## config.mk

```make
export PLATFORM = sky130hd
export DESIGN_NAME = spi_rom_fetcher
export DESIGN_NICKNAME = d
export VERILOG_FILES = /design/src/rtl/spi_rom_pkg.sv /design/src/rtl/spi_rom_fetcher_rx_capture.sv /design/src/rtl/spi_rom_fetcher.sv
export SDC_FILE = /design/constraint.sdc
export NUM_CORES = 1
export LEC_CHECK = 0
export CAP_MARGIN = 20
export CORE_MARGIN = 1
export CORE_UTILIZATION = 30
export DETAILED_ROUTE_END_ITERATION = 8
export GPL_TIMING_DRIVEN = 0
export PLACE_DENSITY = 0.48
export SLEW_MARGIN = 20
export SYNTH_ARGS = -nofsm -noshare
export SYNTH_HDL_FRONTEND = slang
export SYNTH_SLANG_ARGS = --single-unit
export TNS_END_PERCENT = 30
```

## constraint.sdc

```tcl
create_clock -name clk -period 13.8 [get_ports clk]
set_clock_uncertainty 0.2 [all_clocks]
set_input_delay 2.76 -clock clk [delete_from_list [all_inputs] [get_ports clk]]
set_output_delay 2.76 -clock clk [all_outputs]
set_load 0.005 [all_outputs]
```

## src/rtl/spi_rom_pkg.sv

```systemverilog
// Shared constants and FSM state type for the SPI ROM burst reader.
package spi_rom_pkg;

    localparam logic [7:0] SPI_CMD_READ = 8'h03;
    localparam int         SPI_ADDR_LEN = 24;
    localparam int         SPI_CMD_LEN  = 8;

    typedef enum logic [1:0] {
        ST_IDLE = 2'd0,
        ST_CMD  = 2'd1,
        ST_ADDR = 2'd2,
        ST_DATA = 2'd3
    } state_t;

endpackage

```

## src/rtl/spi_rom_fetcher_rx_capture.sv

```systemverilog
// MISO capture buffer. This is the only logic clocked on the falling clk edge,
// i.e. the rising spi_sclk edge, where the ROM's output bit is stable.
module spi_rx_capture #(
    parameter int DATA_BITS = 128,
    parameter int IDX_W     = $clog2(DATA_BITS)
) (
    input  logic             clk,
    input  logic             reset,
    input  logic             cap_en,
    input  logic [IDX_W-1:0] cap_idx,
    input  logic             spi_miso,
    input  logic [IDX_W-1:0] rd_index,
    output logic             rd_data
);

    logic [DATA_BITS-1:0] buf_q;
    logic [DATA_BITS-1:0] buf_d;

    // Write the current MISO bit into its slot while the FSM is in DATA.
    always_comb begin
        buf_d = buf_q;
        if (cap_en) begin
            buf_d[cap_idx] = spi_miso;
        end
    end

    // Capture mid-bit on the falling clk edge; reset clears the whole buffer.
    always_ff @(negedge clk or posedge reset) begin
        if (reset) begin
            buf_q <= '0;
        end else begin
            buf_q <= buf_d;
        end
    end

    assign rd_data = buf_q[rd_index];

endmodule

```

## src/rtl/spi_rom_fetcher.sv

```systemverilog
// Autonomous SPI flash burst reader: sends READ + 24-bit address, then
// captures DATA_BITS MISO bits into a randomly readable bit buffer.
module spi_rom_fetcher
    import spi_rom_pkg::*;
#(
    parameter int         DATA_BITS = 128,
    parameter logic [7:0] CMD       = SPI_CMD_READ,
    parameter int         IDX_W     = $clog2(DATA_BITS)
) (
    input  logic             clk,
    input  logic             reset,
    input  logic             start,
    input  logic [23:0]      addr,
    output logic             busy,
    output logic             done,
    input  logic [IDX_W-1:0] rd_index,
    output logic             rd_data,
    output logic             spi_cs,
    output logic             spi_sclk,
    output logic             spi_mosi,
    input  logic             spi_miso
);

    localparam int CNT_W = $clog2((DATA_BITS > SPI_ADDR_LEN) ? DATA_BITS : SPI_ADDR_LEN);
    localparam logic [CNT_W-1:0] CMD_LAST  = CNT_W'(SPI_CMD_LEN - 1);
    localparam logic [CNT_W-1:0] ADDR_LAST = CNT_W'(SPI_ADDR_LEN - 1);
    localparam logic [CNT_W-1:0] DATA_LAST = CNT_W'(DATA_BITS - 1);

    state_t            state_q, state_d;
    logic [CNT_W-1:0]  cnt_q, cnt_d;
    logic [23:0]       addr_q, addr_d;
    logic              cs_q, cs_d;
    logic              mosi_q, mosi_d;
    logic              busy_q, busy_d;
    logic              done_q, done_d;

    // Next-state and next-output logic; outputs are derived from the next
    // state so the registered pins line up with the state they belong to.
    always_comb begin
        state_d = state_q;
        cnt_d   = cnt_q;
        addr_d  = addr_q;
        done_d  = 1'b0;
        case (state_q)
            ST_IDLE: begin
                if (start) begin
                    state_d = ST_CMD;
                    cnt_d   = '0;
                    addr_d  = addr;
                end
            end
            ST_CMD: begin
                if (cnt_q == CMD_LAST) begin
                    state_d = ST_ADDR;
                    cnt_d   = '0;
                end else begin
                    cnt_d = cnt_q + CNT_W'(1);
                end
            end
            ST_ADDR: begin
                if (cnt_q == ADDR_LAST) begin
                    state_d = ST_DATA;
                    cnt_d   = '0;
                end else begin
                    cnt_d = cnt_q + CNT_W'(1);
                end
            end
            ST_DATA: begin
                if (cnt_q == DATA_LAST) begin
                    state_d = ST_IDLE;
                    cnt_d   = '0;
                    done_d  = 1'b1;
                end else begin
                    cnt_d = cnt_q + CNT_W'(1);
                end
            end
            default: begin
                state_d = ST_IDLE;
                cnt_d   = '0;
            end
        endcase

        cs_d   = (state_d != ST_IDLE);
        busy_d = (state_d != ST_IDLE);
        case (state_d)
            ST_CMD:  mosi_d = CMD[3'(SPI_CMD_LEN - 1) - cnt_d[2:0]];
            ST_ADDR: mosi_d = addr_d[5'(SPI_ADDR_LEN - 1) - cnt_d[4:0]];
            default: mosi_d = 1'b0;
        endcase
    end

    // Sequencer state, bit counter, latched address and registered pins.
    always_ff @(posedge clk or posedge reset) begin
        if (reset) begin
            state_q <= ST_IDLE;
            cnt_q   <= '0;
            addr_q  <= '0;
            cs_q    <= 1'b0;
            mosi_q  <= 1'b0;
            busy_q  <= 1'b0;
            done_q  <= 1'b0;
        end else begin
            state_q <= state_d;
            cnt_q   <= cnt_d;
            addr_q  <= addr_d;
            cs_q    <= cs_d;
            mosi_q  <= mosi_d;
            busy_q  <= busy_d;
            done_q  <= done_d;
        end
    end

    spi_rx_capture #(
        .DATA_BITS (DATA_BITS),
        .IDX_W     (IDX_W)
    ) u_rx (
        .clk      (clk),
        .reset    (reset),
        .cap_en   (state_q == ST_DATA),
        .cap_idx  (IDX_W'(cnt_q)),
        .spi_miso (spi_miso),
        .rd_index (rd_index),
        .rd_data  (rd_data)
    );

    assign spi_sclk = ~clk;
    assign spi_cs   = cs_q;
    assign spi_mosi = mosi_q;
    assign busy     = busy_q;
    assign done     = done_q;

endmodule

```

-- Word level (Yosys, flattened, before mapping)
Memory sizes are Yosys's and may differ from the RTL's.
Cells that the tools add are included.
- shift-type cells: 0
- multiplexer cells: 23
- equality and inequality tests: 9
- div/mod/pow operators: 0
- order comparisons: 5
- multipliers: 0
- bitwise gates (word level): 1
- reductions and logical operators: 3
- add/subtract/negate cells: 3
- operators by type and width (cell ; count):
    $bwmux 128 ; 1
    $mux 24 ; 2
    $mux 7 ; 4
    $pmux 7 s4 ; 1
    $lt 7x8->1 const B ; 2
    $mux 2 ; 4
    $pmux 2 s4 ; 1
    $add 7x1->7 const B ; 1
    $bmux 1 s7 ; 1
    $demux 1 s7 ; 1
    $eq 7x3->1 const B ; 1
    $eq 7x5->1 const B ; 1
    $eq 7x7->1 const B ; 1
    $ge 7x1->1 const B ; 1
    $eq 2x2->1 const B ; 3
    $lt 5x6->1 const B ; 1
    $mux 1 ; 6
    $bmux 1 s5 ; 1
    $sub 5x5->5 const A ; 1
    $eq 2x1->1 const B ; 2
    $lt 3x4->1 const B ; 1
    $sub 3x3->3 const A ; 1
    $logic_not 2->1 ; 1
    $ne 2x2->1 const B ; 1
    4 further kinds ; 4
- bits in registers: 164
- ROM bits: 8
- logic and storage cells: 53
- bits in writable memories: 0
- output and inout bits: 6
- bits in latches: 0
- memories kept: 1
- input bits: 35
- memories (name ; words ; width ; rd ports ; clocked after memory_dff ; wr ports ; line ; text):
    (no name shown) ; 8 ; 1 ; 1 ; 0 ; 0 ; spi_rom_fetcher.sv:86 ; ST_CMD: mosi_d = CMD[3'(SPI_CMD_LEN - 1) - cnt_d[2:0]];

-- Longest topological paths before layout
Gate-level depths: netlist of run 1.
- depth in word-level cells: 7
- depth in mapped cells: 14
- depth with buffers taken out: 13

-- Modules after synthesis
A second synthesis of run 1 with hierarchy kept.
- cell total of the unflattened synthesis: 708
- area total of the unflattened synthesis: 8549.4 µm²
- by module, submodules not included (module ; cells each ; area an instance (µm²) ; seq. area each (µm²) ; times used):
    spi_rx_capture ; 547 ; 6611.3 ; 3203.1 ; 1
    spi_rom_fetcher ; 161 ; 1938.1 ; 900.9 ; 1

==> impl_metrics.tcl, run 1 <==
set metrics [dict create \
    run_status "complete, no violations" \
    critPathKind "reg -> out" \
    finish.utilization_pct 36.33 \
    min_to "u_rx.buf_q[16]$_DFFE_NP0P_" \
    route.final.wire_length_mm 23.00 \
    wire_per_inst_um 19.80 \
    r2r_end "u_rx.buf_q[104]$_DFFE_NP0P_" \
    synth_edf_count 0 \
    synth.net_count 749 \
    ports_placed_on_the_boundary 41 \
    finalSetupViolations 0 \
    timing.critical_path.mode_cell "sky130_fd_sc_hd__mux4_2" \
    ys.flop_type "sky130_fd_sc_hd__dfrtn_1" \
    synth_sequential_area_ratio_pct 48.37 \
    critical_path_peak_fanout 2 \
    die-height_um 170.2 \
    final.setup.tns_ns 0 \
    insertion_delay_ns 0.43 \
    timing.slew.headroom_pct 33.39 \
    final_global_route_overflow_total 0 \
    rsz_0062_raised_after_global_routing "no" \
    ctsLongestPathBuffers 2 \
    routed_via_count_divided_by_cell_count 4.961 \
    unique_masters_post_synth 46 \
    place_hpwl_mm 16.12 \
    syn_avg_cell_area_um2 11.95 \
    clk_transition_reported_paths_ns 0.05 \
    cap_viol_max_count 0 \
    power_report.internal_total_w 0.001149 \
    cp_num_buf_inv 2 \
    sw_frac_of_total_pct 33.12 \
    pin_count_of_the_biggest_net_entering_global_routing 30 \
    sequentialPowerShare_pct 37.6 \
    hold_violations 0 \
    list_of_cells_traversed_by_the_critical_path "mux4_2 -> mux4_2 -> mux4_2 -> mux2i_1 -> inv_1 -> clkdlybuf4s50_1" \
    floorplan.initialDensity_pct 30.54 \
    area.growth.synth_to_final_pct 18.95 \
    ant_nets 0 \
    synthesis.yosys.warnings 0 \
    cts_root_buf "sky130_fd_sc_hd__clkbuf_16" \
    timing.hold.worst.class "reg -> reg" \
    worst_r2r_path_depth 7 \
    antenna_found_initial 0 \
    clock_tree.htree_level_count 4 \
    worst-endpoint-required_ns 10.84 \
    power_frac_clock_pct 30.5 \
    peakVddDrop_mv 0.07301 \
    synth.cell_area_um2 8484 \
    cts_inserted_buffers 17 \
    startpoint_of_the_tightest_hold_check_path "u_rx.buf_q[16]$_DFFE_NP0P_" \
    finalWeightedCongestion 0.7583 \
    count_of_hold_buffers_inserted_by_post_cts_repair 0 \
    post_cts_resized 0 \
    portBuffers 36 \
    fp.dieW_um 170.2 \
    report.final.slew_viol_count 0 \
    worst_setup_path_end_kind "output pin" \
    crit_path_top_delay_cell "sky130_fd_sc_hd__mux4_2" \
    die_area_um2 28960 \
    grt_util_all_layers_pct 17.11 \
    worst_setup_path_start_kind "flop" \
    core_um2 27780 \
    drt_drc_violations_left 0 \
    flop_and_latch_count_out_of_synthesis 164 \
    synthArstFlopShare_pct 100.0 \
    drt_iter0_drc 343 \
    vias 5765 \
    grt_first_pass_wirelength_mm 36.54 \
    holdPathStages 1 \
    critical_path_arrival_ns 9.82 \
    rows 61 \
    cts_setup_buffers 0 \
    power_density_nw_per_um2 170.2 \
    p_sw_w 0.0005687 \
    num_antenna_cells 0 \
    nets 810 \
    power.leakage_nw 4.150 \
    worst-r2r-setup-slack_ns 3.76 \
    tritoncts "yes" \
    power_frac_comb_pct 31.9 \
    worst-slew-pin-transition_ns 0.9991 \
    rr_startpoint "state_q[1]$_DFF_PP0_" \
    detail_route.first_pass.iterations 5 \
    finalPower_w 0.001717 \
    cpLargestDelayFamily "multiplexers" \
    critical-path-max-stage-delay_ns 0.53 \
    synthesis.instances 710 \
    number_of_global_route_vias_before_repair 6139 \
    layout-drive-gt1-share_pct 32.53 \
]
-- power by group through the flow --
stage | clock, W | combinational (W) | sequential, W
floorplan | 0.00000166 | 0.000398 | 0.000637
global placement | 0.00000711 | 0.000542 | 0.000653
detailed placement | 0.00000711 | 0.000551 | 0.000654
CTS | 0.000535 | 0.000554 | 0.000646
global route | 0.000553 | 0.000609 | 0.000660
finish | 0.000523 | 0.000548 | 0.000647
-- worst max path at each step --
| stage | from | endpoint | slack, ns | cells after the start |
|---|---|---|---|---|
| after floorplan | reset | u_rx.buf_q[0]$_DFFE_NP0P_ | 1.97 | 1 |
| after global placement | reset | u_rx.buf_q[45]$_DFFE_NP0P_ | 0.26 | 2 |
| after detailed placement | u_rx.buf_q[23]$_DFFE_NP0P_ | rd_data | 1.44 | 6 |
| after CTS | u_rx.buf_q[23]$_DFFE_NP0P_ | rd_data | 1.00 | 6 |
| after global routing | u_rx.buf_q[23]$_DFFE_NP0P_ | rd_data | 0.94 | 6 |
| final | u_rx.buf_q[31]$_DFFE_NP0P_ | rd_data | 1.02 | 6 |
-- logic make-up after synthesis --
family	after synthesis	synth area share, %
AO/OA/AOI/OAI	39	3.584
flip-flops	164	48.37
buffers and inverters	67	3.230
multiplexers	201	32.15
adder cells (fa/ha/maj)	4	0.5899
AND/OR/NAND/NOR	235	12.08
-- Yosys cell counts (9+ instances only) --
| cell type | instances | share of area (%) |
|---|---|---|
| sky130_fd_sc_hd__clkbuf_1 | 34 | 1.5 |
| sky130_fd_sc_hd__inv_1 | 14 | 0.62 |
| sky130_fd_sc_hd__a21oi_1 | 12 | 0.71 |
| sky130_fd_sc_hd__nand2_1 | 65 | 2.9 |
| sky130_fd_sc_hd__nand3_1 | 10 | 0.59 |
| sky130_fd_sc_hd__nor3_1 | 18 | 1.1 |
| sky130_fd_sc_hd__mux2_2 | 152 | 20 |
| sky130_fd_sc_hd__dfrtp_1 | 36 | 11 |
| sky130_fd_sc_hd__buf_2 | 9 | 0.53 |
| sky130_fd_sc_hd__dfrtn_1 | 128 | 38 |
| sky130_fd_sc_hd__nor2_1 | 104 | 4.6 |
| sky130_fd_sc_hd__mux4_2 | 42 | 11 |
-- cell type report --
| cell class | count | area [um^2] |
|---|---|---|
| inverter | 14 | 56.30 |
| sequential | 164 | 4104 |
| clock inverter | 13 | 168.9 |
| fill | 2779 | 17690 |
| timing repair buffer | 41 | 478.0 |
| multi-input combinational | 479 | 4116 |
| tap | 378 | 473.0 |
| buffer | 52 | 217.7 |
| clock buffer | 21 | 478.0 |
-- sequential cells by signal, summed over array words and instances (netlist names) --
name and flops:
addr_q 24, busy 1, cnt_q 7, done 1
spi_mosi 1, state_q 2, u_rx.buf_q 128
-- placed cells by master, fill, tap and decap left out, types with 7 or more instances in the layout --
| cell type | Yosys | layout |
|---|---|---|
| sky130_fd_sc_hd__mux2_2 | 152 | 152 |
| sky130_fd_sc_hd__a21oi_1 | 12 | 12 |
| sky130_fd_sc_hd__nand3_1 | 10 | 10 |
| sky130_fd_sc_hd__buf_2 | 9 | 9 |
| sky130_fd_sc_hd__clkbuf_1 | 34 | 35 |
| sky130_fd_sc_hd__clkbuf_16 | 0 | 18 |
| sky130_fd_sc_hd__nand2_1 | 65 | 65 |
| sky130_fd_sc_hd__nor3_1 | 18 | 16 |
| sky130_fd_sc_hd__nor2_1 | 104 | 104 |
| sky130_fd_sc_hd__buf_1 | 7 | 7 |
| sky130_fd_sc_hd__dfrtn_1 | 128 | 128 |
| sky130_fd_sc_hd__o21ai_0 | 7 | 7 |
| sky130_fd_sc_hd__clkdlybuf4s50_1 | 0 | 36 |
| sky130_fd_sc_hd__mux2i_1 | 7 | 7 |
| sky130_fd_sc_hd__inv_1 | 14 | 13 |
| sky130_fd_sc_hd__or3_1 | 7 | 7 |
| sky130_fd_sc_hd__dfrtp_1 | 36 | 36 |
| sky130_fd_sc_hd__mux4_2 | 42 | 42 |
-- per-layer routing --
metal  track usage [%]  vias to the layer above  wire, um
li1                  -                     2660         -
met1             23.62                     2991     11120
met2             27.01                       86     10840
met3             3.302                       28       642
met4             5.327                        0       393
met5                 0                        -         0
-- stage by stage --
stage               std cells  cell area [um^2]  hold WS [ns]  setup WS, ns
floorplan                 710              8488        0.2345         1.973
global placement         1124              9321        0.2424        0.2578
detailed placement       1130              9459        0.2482         1.435
CTS                      1162             10090        0.2482         1.005
global route             1162             10090        0.2532        0.9446
finish                   1162             10090        0.2473         1.025
No activity file was read; power rests on OpenSTA's default activity.
==> inputs of run 2 (changes only) <==
Settings changed: SLEW_MARGIN 20 to default.
==> run 2 against run 1 <==
  * Combinational power barely moved
  * Die area is the same
  * Global-route usage up 0.12 points
  * Via count increased by 0.17%
  * Design area shrank 0.36%
  * Utilization decreased by 0.13 points
  * Hold slack is essentially flat
  * Clock power decreased by 2%
  * Power decreased by 0.45%
  * Clock-buffer cell count down 2
  * Largest power group unchanged
  * Non-clock buffer count grew 1
==> impl_metrics.tcl, run 2 (synthesis gave the netlist of run 1 again) <==
set metrics [dict create \
    p_sw_w 0.0005749 \
    ant_nets 0 \
    vias 5775 \
    die-height_um 170.2 \
    critical_path_arrival_ns 9.82 \
    post_cts_resized 0 \
    holdPathStages 1 \
    tritoncts "yes" \
    critical_path_peak_fanout 2 \
    drt_iter0_drc 389 \
    power_frac_comb_pct 32.1 \
    area.growth.synth_to_final_pct 18.52 \
    worst-slew-pin-transition_ns 0.9938 \
    critPathKind "reg -> out" \
    nets 811 \
    run_status "complete, no violations" \
    hold_violations 0 \
    ctsLongestPathBuffers 2 \
    power_frac_clock_pct 30.1 \
    final.setup.tns_ns 0 \
    finish.utilization_pct 36.20 \
    layout-drive-gt1-share_pct 32.36 \
    rsz_0062_raised_after_global_routing "no" \
    rows 61 \
    route.final.wire_length_mm 23.18 \
    clock_tree.htree_level_count 4 \
    finalSetupViolations 0 \
    portBuffers 36 \
    cap_viol_max_count 0 \
    drt_drc_violations_left 0 \
    core_um2 27780 \
    antenna_found_initial 1 \
    worst_r2r_path_depth 7 \
    finalWeightedCongestion 0.7583 \
    peakVddDrop_mv 0.07096 \
    count_of_hold_buffers_inserted_by_post_cts_repair 0 \
    insertion_delay_ns 0.42 \
    routed_via_count_divided_by_cell_count 4.966 \
    power_density_nw_per_um2 170.0 \
    num_antenna_cells 0 \
    regMostFlops "u_rx.buf_q" \
    sw_frac_of_total_pct 33.63 \
    clk_transition_reported_paths_ns 0.05 \
    worst-endpoint-required_ns 10.84 \
    cts_root_buf "sky130_fd_sc_hd__clkbuf_16" \
    largestRegisters "u_rx.buf_q (128), addr_q (24), cnt_q (7)" \
    place_hpwl_mm 16.09 \
    mostFrequentLayoutCell "sky130_fd_sc_hd__mux2_2" \
    wire_per_inst_um 19.93 \
    timing.slew.headroom_pct 33.75 \
    grt_util_all_layers_pct 17.23 \
    highest_count_cells_in_the_layout_ignoring_fill_and_taps "152 x sky130_fd_sc_hd__mux2_2, 128 x sky130_fd_sc_hd__dfrtn_1, 104 x sky130_fd_sc_hd__nor2_1" \
    power.leakage_nw 4.133 \
    detail_route.first_pass.iterations 4 \
    timing.hold.worst.class "reg -> reg" \
    report.final.slew_viol_count 0 \
    floorplan.initialDensity_pct 30.54 \
    sequentialPowerShare_pct 37.8 \
    worst_setup_path_end_kind "output pin" \
    cts_setup_buffers 0 \
    final_global_route_overflow_total 0 \
    number_of_global_route_vias_before_repair 6207 \
    ports_placed_on_the_boundary 41 \
    grt_first_pass_wirelength_mm 36.93 \
    largest_register_ffs 128 \
    cts_inserted_buffers 17 \
    die_area_um2 28960 \
    worst_setup_path_start_kind "flop" \
    fp.dieW_um 170.2 \
    power_report.internal_total_w 0.001135 \
    pin_count_of_the_biggest_net_entering_global_routing 37 \
]
==> run 2: path summary, 6_finish.rpt <==
kind / from / endpoint / slack (ns)
worst max-delay path: u_rx.buf_q[23]$_DFFE_NP0P_ / rd_data / 1.02
worst min-delay path: u_rx.buf_q[16]$_DFFE_NP0P_ / u_rx.buf_q[16]$_DFFE_NP0P_ / 0.25
worst max register to register: state_q[0]$_DFF_PP0_ / u_rx.buf_q[107]$_DFFE_NP0P_ / 3.81
worst min register to register: u_rx.buf_q[16]$_DFFE_NP0P_ / u_rx.buf_q[16]$_DFFE_NP0P_ / 0.25
max in group asynchronous: reset / u_rx.buf_q[82]$_DFFE_NP0P_ / 2.94
min in group asynchronous: reset / addr_q[16]$_DFF_PP0_ / 2.54
==> run 2: stage by stage <==
step	cells	area [um^2]	power (W)	setup WS [ns]	hold WS [ns]
finish	1163	10060	0.001710	1.015	0.2477
global route	1163	10060	0.001816	0.9410	0.2533
CTS	1163	10060	0.001726	1.002	0.2482
detailed placement	1131	9437	0.001211	1.433	0.2482
global placement	1124	9321	0.001202	0.2578	0.2424
floorplan	710	8488	0.001037	1.973	0.2345
==> run 2: cell type report <==
cell class,instances,area [um^2]
Inverter,14,56.30
Timing Repair Buffer,42,465.4
Sequential cell,164,4104
Fill cell,2738,17730
Tap cell,378,473.0
Multi-Input combinational cell,479,4106
Buffer,52,217.7
Clock inverter,15,193.9
Clock buffer,19,439.2
==> run 2: layer usage <==
| metal | track usage [%] | vias to the layer above | wire (um) | share of wire (%) |
|---|---|---|---|---|
| li1 | - | 2646 | - | - |
| met1 | 24.06 | 3006 | 11150 | 48 |
| met2 | 27.46 | 100 | 11040 | 48 |
| met3 | 2.744 | 23 | 711 | 3.1 |
| met4 | 5.014 | 0 | 276 | 1.2 |
| met5 | 0 | - | 0 | 0 |
==> run 2: worst max-delay path, cell delays in order, from the launching register on <==
cell	delay (ns)
sky130_fd_sc_hd__dfrtn_1	0.34
sky130_fd_sc_hd__mux4_2	0.49
sky130_fd_sc_hd__mux4_2	0.55
sky130_fd_sc_hd__mux4_2	0.51
sky130_fd_sc_hd__mux2i_1	0.15
sky130_fd_sc_hd__inv_1	0.05
sky130_fd_sc_hd__clkdlybuf4s50_1	0.43
==> run 2: power by group through the flow <==
stage | clock [W] | combinational (W) | sequential [W]
after floorplan | 0.00000166 | 0.000398 | 0.000637
after detailed placement | 0.00000711 | 0.000550 | 0.000654
after CTS | 0.000528 | 0.000552 | 0.000646
after global placement | 0.00000711 | 0.000542 | 0.000653
after global routing | 0.000547 | 0.000609 | 0.000661
final | 0.000515 | 0.000548 | 0.000647
==> inputs of run 3 (changes only) <==
Settings changed: GPL_ROUTABILITY_DRIVEN from default to 0, PLACE_DENSITY 0.48 to default.
==> run 3 against run 2 <==
  * Combinational power about the same
  * Critical endpoint unchanged
  * Highest routed layer unchanged
  * First-iteration DRC count down 2.1%
  * Wire length down 5.9%
==> impl_metrics.tcl, run 3 (synthesis gave the netlist of run 1 again) <==
set metrics [dict create \
    largestRegisters "u_rx.buf_q (128), addr_q (24), cnt_q (7)" \
    worst_setup_path_end_kind "output pin" \
    power.leakage_nw 4.104 \
    wire_per_inst_um 18.77 \
    clock_tree.htree_level_count 4 \
    final_cell_count_no_fill 1162 \
    cts_root_buf "sky130_fd_sc_hd__clkbuf_16" \
    antenna_found_initial 0 \
    die_area_um2 28960 \
    finalSetupViolations 0 \
    grt_first_pass_wirelength_mm 34.60 \
    post_cts_resized 0 \
    vias 5797 \
    run_status "complete, no violations" \
    timing.slew.headroom_pct 36.24 \
    critical_path_peak_fanout 2 \
    critical_path_arrival_ns 9.79 \
    grt_util_all_layers_pct 16.01 \
    num_antenna_cells 0 \
    portBuffers 36 \
    worst-endpoint-required_ns 10.84 \
    insertion_delay_ns 0.45 \
    die-height_um 170.2 \
    pin_count_of_the_biggest_net_entering_global_routing 42 \
    regMostFlops "u_rx.buf_q" \
    holdPathStages 1 \
    postPlaceCellArea_um2 9409 \
    nFillCells 2735 \
    drt_drc_violations_left 0 \
    layout-drive-gt1-share_pct 32.27 \
    final.setup.tns_ns 0 \
    area.growth.synth_to_final_pct 17.87 \
    floorplan.initialDensity_pct 30.54 \
    timing.hold.worst.class "reg -> reg" \
    cts_setup_buffers 0 \
    detail_route.first_pass.iterations 5 \
    power_density_nw_per_um2 167.4 \
    rsz_0062_raised_after_global_routing "no" \
    finish.instance_area_um2 10000 \
    largest_register_ffs 128 \
    sequential_cell_area_um2 4104 \
    fin_worst_hold_slack_ns 0.2497 \
    number_of_global_route_vias_before_repair 6028 \
    count_of_hold_buffers_inserted_by_post_cts_repair 0 \
    mostFrequentLayoutCell "sky130_fd_sc_hd__mux2_2" \
    worst_setup_path_start_kind "flop" \
    core_um2 27780 \
    rows 61 \
    report.final.slew_viol_count 0 \
    clk_transition_reported_paths_ns 0.05 \
    hold_violations 0 \
    ctsLongestPathBuffers 2 \
    cap_viol_max_count 0 \
    worst-slew-pin-transition_ns 0.9564 \
    tritoncts "yes" \
    highest_count_cells_in_the_layout_ignoring_fill_and_taps "152 x sky130_fd_sc_hd__mux2_2, 128 x sky130_fd_sc_hd__dfrtn_1, 104 x sky130_fd_sc_hd__nor2_1" \
    multi_input_comb_area_um2 4106 \
    fp.dieW_um 170.2 \
    cts_inserted_buffers 17 \
    nets 810 \
    worst_r2r_path_depth 8 \
    peakVddDrop_mv 0.08458 \
    final_global_route_overflow_total 0 \
    route.final.wire_length_mm 21.81 \
    critPathKind "reg -> out" \
    ports_placed_on_the_boundary 41 \
    routed_via_count_divided_by_cell_count 4.989 \
    place.detailed.instances 1129 \
    ant_nets 0 \
    drt_iter0_drc 381 \
    place_hpwl_mm 15.04 \
]
==> run 3: path summary, 6_finish.rpt <==
| check | start | to | slack [ns] |
|---|---|---|---|
| worst max-delay path | u_rx.buf_q[23]$_DFFE_NP0P_ | rd_data | 1.05 |
| worst min-delay path | u_rx.buf_q[19]$_DFFE_NP0P_ | u_rx.buf_q[19]$_DFFE_NP0P_ | 0.25 |
| worst max register to register | state_q[1]$_DFF_PP0_ | u_rx.buf_q[108]$_DFFE_NP0P_ | 3.67 |
| worst min register to register | u_rx.buf_q[19]$_DFFE_NP0P_ | u_rx.buf_q[19]$_DFFE_NP0P_ | 0.25 |
| max in group asynchronous | reset | u_rx.buf_q[40]$_DFFE_NP0P_ | 3.17 |
| min in group asynchronous | reset | addr_q[14]$_DFF_PP0_ | 2.52 |
==> run 3: stage by stage <==
stage          utilization [%]  setup slack, ns  total power [W]
2_1_floorplan                -            1.973         0.001037
3_3_place_gp             33.55           0.4050         0.001191
3_5_place_dp             33.87            1.473         0.001203
4_1_cts                  35.97            1.040         0.001680
5_1_grt                  36.00           0.9401         0.001763
6_report                 36.00            1.048         0.001674
==> run 3: cell type report <==
cell class / instances / area share [%]
Clock inverter: 15 / 1.589
Buffer: 52 / 2.177
Sequential cell: 164 / 41.04
Inverter: 14 / 0.5630
Clock buffer: 19 / 4.391
Tap cell: 378 / 4.729
Timing Repair Buffer: 41 / 4.454
Multi-Input combinational cell: 479 / 41.06
==> run 3: critical path, cell delays in order (launching register included) <==
cell	delay (ns)
sky130_fd_sc_hd__dfrtn_1	0.33
sky130_fd_sc_hd__mux4_2	0.49
sky130_fd_sc_hd__mux4_2	0.55
sky130_fd_sc_hd__mux4_2	0.48
sky130_fd_sc_hd__mux2i_1	0.14
sky130_fd_sc_hd__inv_1	0.05
sky130_fd_sc_hd__clkdlybuf4s50_1	0.44
==> run 3: routing by layer <==
metal	up-vias	GRT usage, %	wire length (um)
li1	2644	-	-
met1	3004	21.40	10000
met2	119	26.16	10680
met3	30	2.395	755
met4	0	6.032	372
met5	-	0	0
==> run 3: power by group <==
part | switching, W | internal [W]
Sequential | 0.0000496 | 0.000597
Combinational | 0.000305 | 0.000241
Clock | 0.000235 | 0.000247
Total | 0.000589 | 0.00109
